===== config.mk =====
export PLATFORM = sky130hd
export DESIGN_NAME = logic_gate_pipe
export DESIGN_NICKNAME = d
export VERILOG_FILES = /design/src/rtl/logic_gate_pipe.sv
export SDC_FILE = /design/constraint.sdc
export NUM_CORES = 1
export LEC_CHECK = 0
export ABC_CLOCK_PERIOD_IN_PS = 5200
export CORE_ASPECT_RATIO = 1.1
export CORE_MARGIN = 8
export CORE_UTILIZATION = 58
export DETAILED_ROUTE_END_ITERATION = 12
export GPL_TIMING_DRIVEN = 1
export PLACE_DENSITY = 0.91
export SLEW_MARGIN = 20
export SYNTH_ARGS = -nofsm -noshare
export SYNTH_HDL_FRONTEND = slang
export SYNTH_SLANG_ARGS = --single-unit
export TNS_END_PERCENT = 10

===== constraint.sdc =====
create_clock -name clk -period 5.2 [get_ports clk]
set_input_delay 1.04 -clock clk [delete_from_list [all_inputs] [get_ports clk]]
set_output_delay 1.04 -clock clk [all_outputs]
set_load 0.02 [all_outputs]

===== src/rtl/logic_gate_pipe.sv =====
// Two-stage pipelined bitwise logic unit with valid/ready handshake,
// optional accumulator chaining and a saturating completed-op counter.
module logic_gate_pipe #(
    parameter int WIDTH = 8,
    parameter int CNT_W = 8
) (
    input  logic             clk,
    input  logic             rst,
    input  logic             in_valid,
    output logic             in_ready,
    input  logic [WIDTH-1:0] a,
    input  logic [WIDTH-1:0] b,
    input  logic [2:0]       op,
    input  logic             acc_en,
    input  logic             acc_clr,
    output logic             out_valid,
    input  logic             out_ready,
    output logic [WIDTH-1:0] y,
    output logic             y_zero,
    output logic             y_parity,
    output logic [CNT_W-1:0] op_count
);

    localparam logic [CNT_W-1:0] CNT_MAX = {CNT_W{1'b1}};

    function automatic logic [WIDTH-1:0] gate_f(input logic [2:0] f,
                                                input logic [WIDTH-1:0] x,
                                                input logic [WIDTH-1:0] z);
        logic [WIDTH-1:0] r;
        case (f)
            3'd0:    r = x & z;
            3'd1:    r = x | z;
            3'd2:    r = ~(x & z);
            3'd3:    r = ~(x | z);
            3'd4:    r = x ^ z;
            3'd5:    r = ~(x ^ z);
            3'd6:    r = ~x;
            3'd7:    r = ~z;
            default: r = {WIDTH{1'b0}};
        endcase
        return r;
    endfunction

    function automatic logic parity_f(input logic [WIDTH-1:0] v);
        return ^v;
    endfunction

    logic             s1_valid_q,   s1_valid_d;
    logic [WIDTH-1:0] s1_a_q,       s1_a_d;
    logic [WIDTH-1:0] s1_b_q,       s1_b_d;
    logic [2:0]       s1_op_q,      s1_op_d;
    logic             s1_acc_en_q,  s1_acc_en_d;
    logic             s1_acc_clr_q, s1_acc_clr_d;
    logic             out_valid_q,  out_valid_d;
    logic [WIDTH-1:0] y_q,          y_d;
    logic             y_zero_q,     y_zero_d;
    logic             y_parity_q,   y_parity_d;
    logic [WIDTH-1:0] acc_q,        acc_d;
    logic [CNT_W-1:0] cnt_q,        cnt_d;

    logic             stall_s;
    logic [WIDTH-1:0] operand_s;
    logic [WIDTH-1:0] result_s;

    // Stall, operand select and gate evaluation for the op sitting in S1
    always_comb begin
        stall_s   = out_valid_q && !out_ready;
        operand_s = s1_acc_en_q ? (s1_acc_clr_q ? {WIDTH{1'b0}} : acc_q) : s1_a_q;
        result_s  = gate_f(s1_op_q, operand_s, s1_b_q);
    end

    // Next-state: the whole pipe advances together or holds together
    always_comb begin
        s1_valid_d   = s1_valid_q;
        s1_a_d       = s1_a_q;
        s1_b_d       = s1_b_q;
        s1_op_d      = s1_op_q;
        s1_acc_en_d  = s1_acc_en_q;
        s1_acc_clr_d = s1_acc_clr_q;
        out_valid_d  = out_valid_q;
        y_d          = y_q;
        y_zero_d     = y_zero_q;
        y_parity_d   = y_parity_q;
        acc_d        = acc_q;
        cnt_d        = cnt_q;

        if (!stall_s) begin
            out_valid_d = s1_valid_q;
            if (s1_valid_q) begin
                y_d        = result_s;
                y_zero_d   = (result_s == {WIDTH{1'b0}});
                y_parity_d = parity_f(result_s);
                // Acc is written as the op enters S2, so the next acc op reads it directly
                if (s1_acc_en_q) begin
                    acc_d = result_s;
                end else begin
                    acc_d = acc_q;
                end
            end else begin
                y_d = y_q;
            end
            s1_valid_d = in_valid;
            if (in_valid) begin
                s1_a_d       = a;
                s1_b_d       = b;
                s1_op_d      = op;
                s1_acc_en_d  = acc_en;
                s1_acc_clr_d = acc_clr;
            end else begin
                s1_a_d = s1_a_q;
            end
        end else begin
            s1_valid_d = s1_valid_q;
        end

        if (out_valid_q && out_ready && (cnt_q != CNT_MAX)) begin
            cnt_d = cnt_q + CNT_W'(1);
        end else begin
            cnt_d = cnt_q;
        end
    end

    // Pipeline and accumulator registers
    always_ff @(posedge clk or posedge rst) begin
        if (rst) begin
            s1_valid_q   <= 1'b0;
            s1_a_q       <= {WIDTH{1'b0}};
            s1_b_q       <= {WIDTH{1'b0}};
            s1_op_q      <= 3'd0;
            s1_acc_en_q  <= 1'b0;
            s1_acc_clr_q <= 1'b0;
            out_valid_q  <= 1'b0;
            y_q          <= {WIDTH{1'b0}};
            y_zero_q     <= 1'b0;
            y_parity_q   <= 1'b0;
            acc_q        <= {WIDTH{1'b0}};
            cnt_q        <= {CNT_W{1'b0}};
        end else begin
            s1_valid_q   <= s1_valid_d;
            s1_a_q       <= s1_a_d;
            s1_b_q       <= s1_b_d;
            s1_op_q      <= s1_op_d;
            s1_acc_en_q  <= s1_acc_en_d;
            s1_acc_clr_q <= s1_acc_clr_d;
            out_valid_q  <= out_valid_d;
            y_q          <= y_d;
            y_zero_q     <= y_zero_d;
            y_parity_q   <= y_parity_d;
            acc_q        <= acc_d;
            cnt_q        <= cnt_d;
        end
    end

    assign in_ready  = !stall_s;
    assign out_valid = out_valid_q;
    assign y         = y_q;
    assign y_zero    = y_zero_q;
    assign y_parity  = y_parity_q;
    assign op_count  = cnt_q;

endmodule


==> summary.md <==
| Metric | Value |
|---|---|
| Vias in the first global route | 2289 |
| Min Tclk post-route | 3.43 ns |
| Antenna cell count | 0 |
| Dpl hpwl | 4470 um |
| Largest cells by area after synthesis | dfrtp_1, mux2_2, ha_1 |
| Most common cell in the synthesized netlist | dfrtp_1 |
| Core Footprint | 4930 um^2 |
| Final Cell Area | 3440 um^2 |
| Startpoint Class | input pin |
| Initial drt markers | 164 |
| Critical path class | in2out |
| Skew final | 0.00875 ns |
| Distinct cells, synth | 41 |
| Syn Nets | 325 |
| Setup Fix Bufs, Post-CTS | 0 |
| Pleak | 1.46 nW |
| Min-Delay Path Depth | 2 |
| Placed cell areas | 3350 um^2 |
| FF-to-FF End | y_parity$_DFFE_PP0P_ |
| Worst slack, placed | 1.78 ns |
| Routed vias | 2248 |
| Most used cell, CP | clkdlybuf4s50_1 |
| Post-synth EDFFs | 0 |
| Most area-hungry cell type in the Yosys netlist | dfrtp_1 |
| Placement Rows | 27 |
| Main synth FF type | dfrtp_1 |
| Max IR drop VDD | 285 uV |
| Critical Path Sink Type | output pin |
| CTS root buf | clkbuf_8 |
| Setup TNS | 0 ns |
| RSZ-0062 raised after global routing | no |
| Post-cts sizing count | 0 |
| Die Ht | 90.5 um |
| Worst-margin pin slew | 0.968 ns |
| Pin count of the biggest net entering global routing | 50 |
| Post-Syn Area | 2920 um^2 |
| Worst-Skew Late Latency | 0.31 ns |
| Fin worst setup slack | 1.77 ns |
| Critical Path RT | 4.16 ns |
| Worst Hold Launch | y_parity$_DFFE_PP0P_ |
| Finish-stage setup viols | 0 |
| Share of flip-flops with an asynchronous set or reset | 100% |
| Worst r2r path cells | 13 |
| GRT Util Overall | 17.0% |
| Routed WL | 6270 um |
| Synth warn | 0 |
| Initial antenna violation count | 0 |
| Clk sink count | 49 |
| R2R setup slack | 2.18 ns |
| Largest stage delay on the critical path | 0.65 ns |
| CTS clk-pin slew, worst paths | 0.09 ns |
| FILL cells | 345 |
| CTS H-Tree Depth | 2 |
| Remaining DRCs | 0 |
| Layout Nets | 360 |
| Clock Path Buffers | 2 |
| Synth top area share | 42.0% |
| ANT nets after route | 0 |
| Fin. max-slew vios | 0 |
| Max Clk Rate | 292 MHz |
| Crit-path max FO | 7 |
| R2R Path Start | s1_acc_en_q$_DFFE_PP0P_ |
| CP max-delay cell | clkdlybuf4s50_1 |
| Crit-path cells | clkdlybuf4s50_1 > nand2b_1 > clkdlybuf4s50_1 |
| DR pass1 iterations | 4 |
| Fin crit share | 65.9% |
| Routability congestion estimate from global placement | 0.815 |
| Max-Slew Margin vs Limit | 35.5% |
| Area delta synth->final | 17.6% |
| CTS Buf Count | 5 |
| Power per Cell Area | 469 nW/um^2 |
| Seq/Total Area, Yosys | 42.0% |
| Die area | 7570 um^2 |
| Die X | 83.7 um |
| Routed WL per cell | 16.5 um |
| Crit path DAT | 2.39 ns |
| Hold crit path type | reg2reg |
| Mean area per synthesized cell | 10.2 um^2 |
| Final Hold Fails | 0 |
| Initial Utilization | 59.3% |
| Vias per cell | 5.90 |
| I/O pin count | 45 |
| Total grt overflow | 0 |
| Most frequent cells after synthesis | dfrtp_1, mux2_2, inv_1, nand2_1, ha_1 |
| Syn Inst Count | 287 |
| Port bufs | 44 |
| Status | finished clean |
| CTS tree | built |
| WHS | 0.488 ns |
| Cts hold-fix bufs | 0 |
| WHS Endpoint | y_parity$_DFFE_PP0P_ |
| Share of cells above drive strength 1 | 15.2% |
| First-pass GRT wire length | 10900 um |
| MaxCap Viol Count | 0 |
| Yosys reg bits | 49 |
==> metal layers <==
| metal | vias to the layer above | wire length (um) | track usage, % |
|---|---|---|---|
| li1 | 1097 | - | - |
| met1 | 1091 | 2650 | 20.5 |
| met2 | 52 | 3200 | 27.8 |
| met3 | 8 | 316 | 4.78 |
| met4 | 0 | 103 | 6.77 |
| met5 | - | 0 | 0 |
==> cells by family (layout without fill, tap and decap cells) <==
| family | Yosys count | count (layout) | synth area share, % |
|---|---|---|---|
| simple gates | 84 | 84 | 16.0 |
| compound gates | 63 | 63 | 15.2 |
| flops | 49 | 49 | 42.0 |
| mux | 34 | 34 | 13.1 |
| buf+inv | 34 | 70 | 5.18 |
| fa+ha+maj | 13 | 13 | 5.57 |
| xor+xnor | 10 | 10 | 3.00 |
==> cell type report <==
cell class / count / area [um^2] / share of cell area, %
multi-input combinational: 204 / 1550 / 44.9
sequential: 49 / 1230 / 35.7
timing repair buffer: 44 / 440 / 12.8
clock buffer: 7 / 76.3 / 2.22
tap: 58 / 72.6 / 2.11
inverter: 18 / 68.8 / 2.00
clock inverter: 1 / 7.51 / 0.218
==> worst max-delay path, delay by kind of cell <==
kind | cells | cell delay [ns]
buffers and inverters | 2 | 1.12
AND/OR/NAND/NOR | 1 | 0.22
==> stage by stage <==
step / total power (W) / instances / utilization (%)
final: 0.00161 / 381 / 69.7
after global placement: 0.00136 / 373 / 68.0
after floorplan: 0.00114 / 287 / -
after global routing: 0.00173 / 381 / 69.7
after detailed placement: 0.00139 / 373 / 68.0
after CTS: 0.00162 / 381 / 69.7
==> placed cells by master, fill, tap and decap left out, types with 10 or more instances in the layout <==
cell,synthesis,final
mux2_2,34,34
nor2_1,11,11
nor2b_1,11,11
inv_1,18,17
nand2b_1,11,11
a31oi_1,10,10
ha_1,13,13
nand2_1,18,18
dfrtp_1,49,48
a21oi_1,12,12
clkdlybuf4s50_1,0,44
==> where the power goes <==
| part | total, W | leakage (nW) | switching (W) | internal, W |
|---|---|---|---|---|
| clock network | 0.000228 | 0.0385 | 0.000132 | 0.0000955 |
| registers | 0.000631 | 0.583 | 0.000130 | 0.000501 |
| logic | 0.000752 | 0.839 | 0.000357 | 0.000396 |
| total | 0.00161 | 1.46 | 0.000619 | 0.000993 |
==> state kept, by name (all words and copies together) (netlist names), 3 cells and up <==
signal    count
y             8
s1_b_q        8
s1_op_q       3
s1_a_q        8
op_count      8
acc_q         8
==> worst max path at each step <==
stage | end | depth (start not counted) | start
after global routing | in_ready | 3 | out_ready
final | in_ready | 3 | out_ready
after CTS | in_ready | 3 | out_ready
after floorplan | y_parity$_DFFE_PP0P_ | 15 | s1_acc_en_q$_DFFE_PP0P_
after global placement | in_ready | 3 | out_ready
after detailed placement | in_ready | 3 | out_ready
No activity file was read; power rests on OpenSTA's default activity.
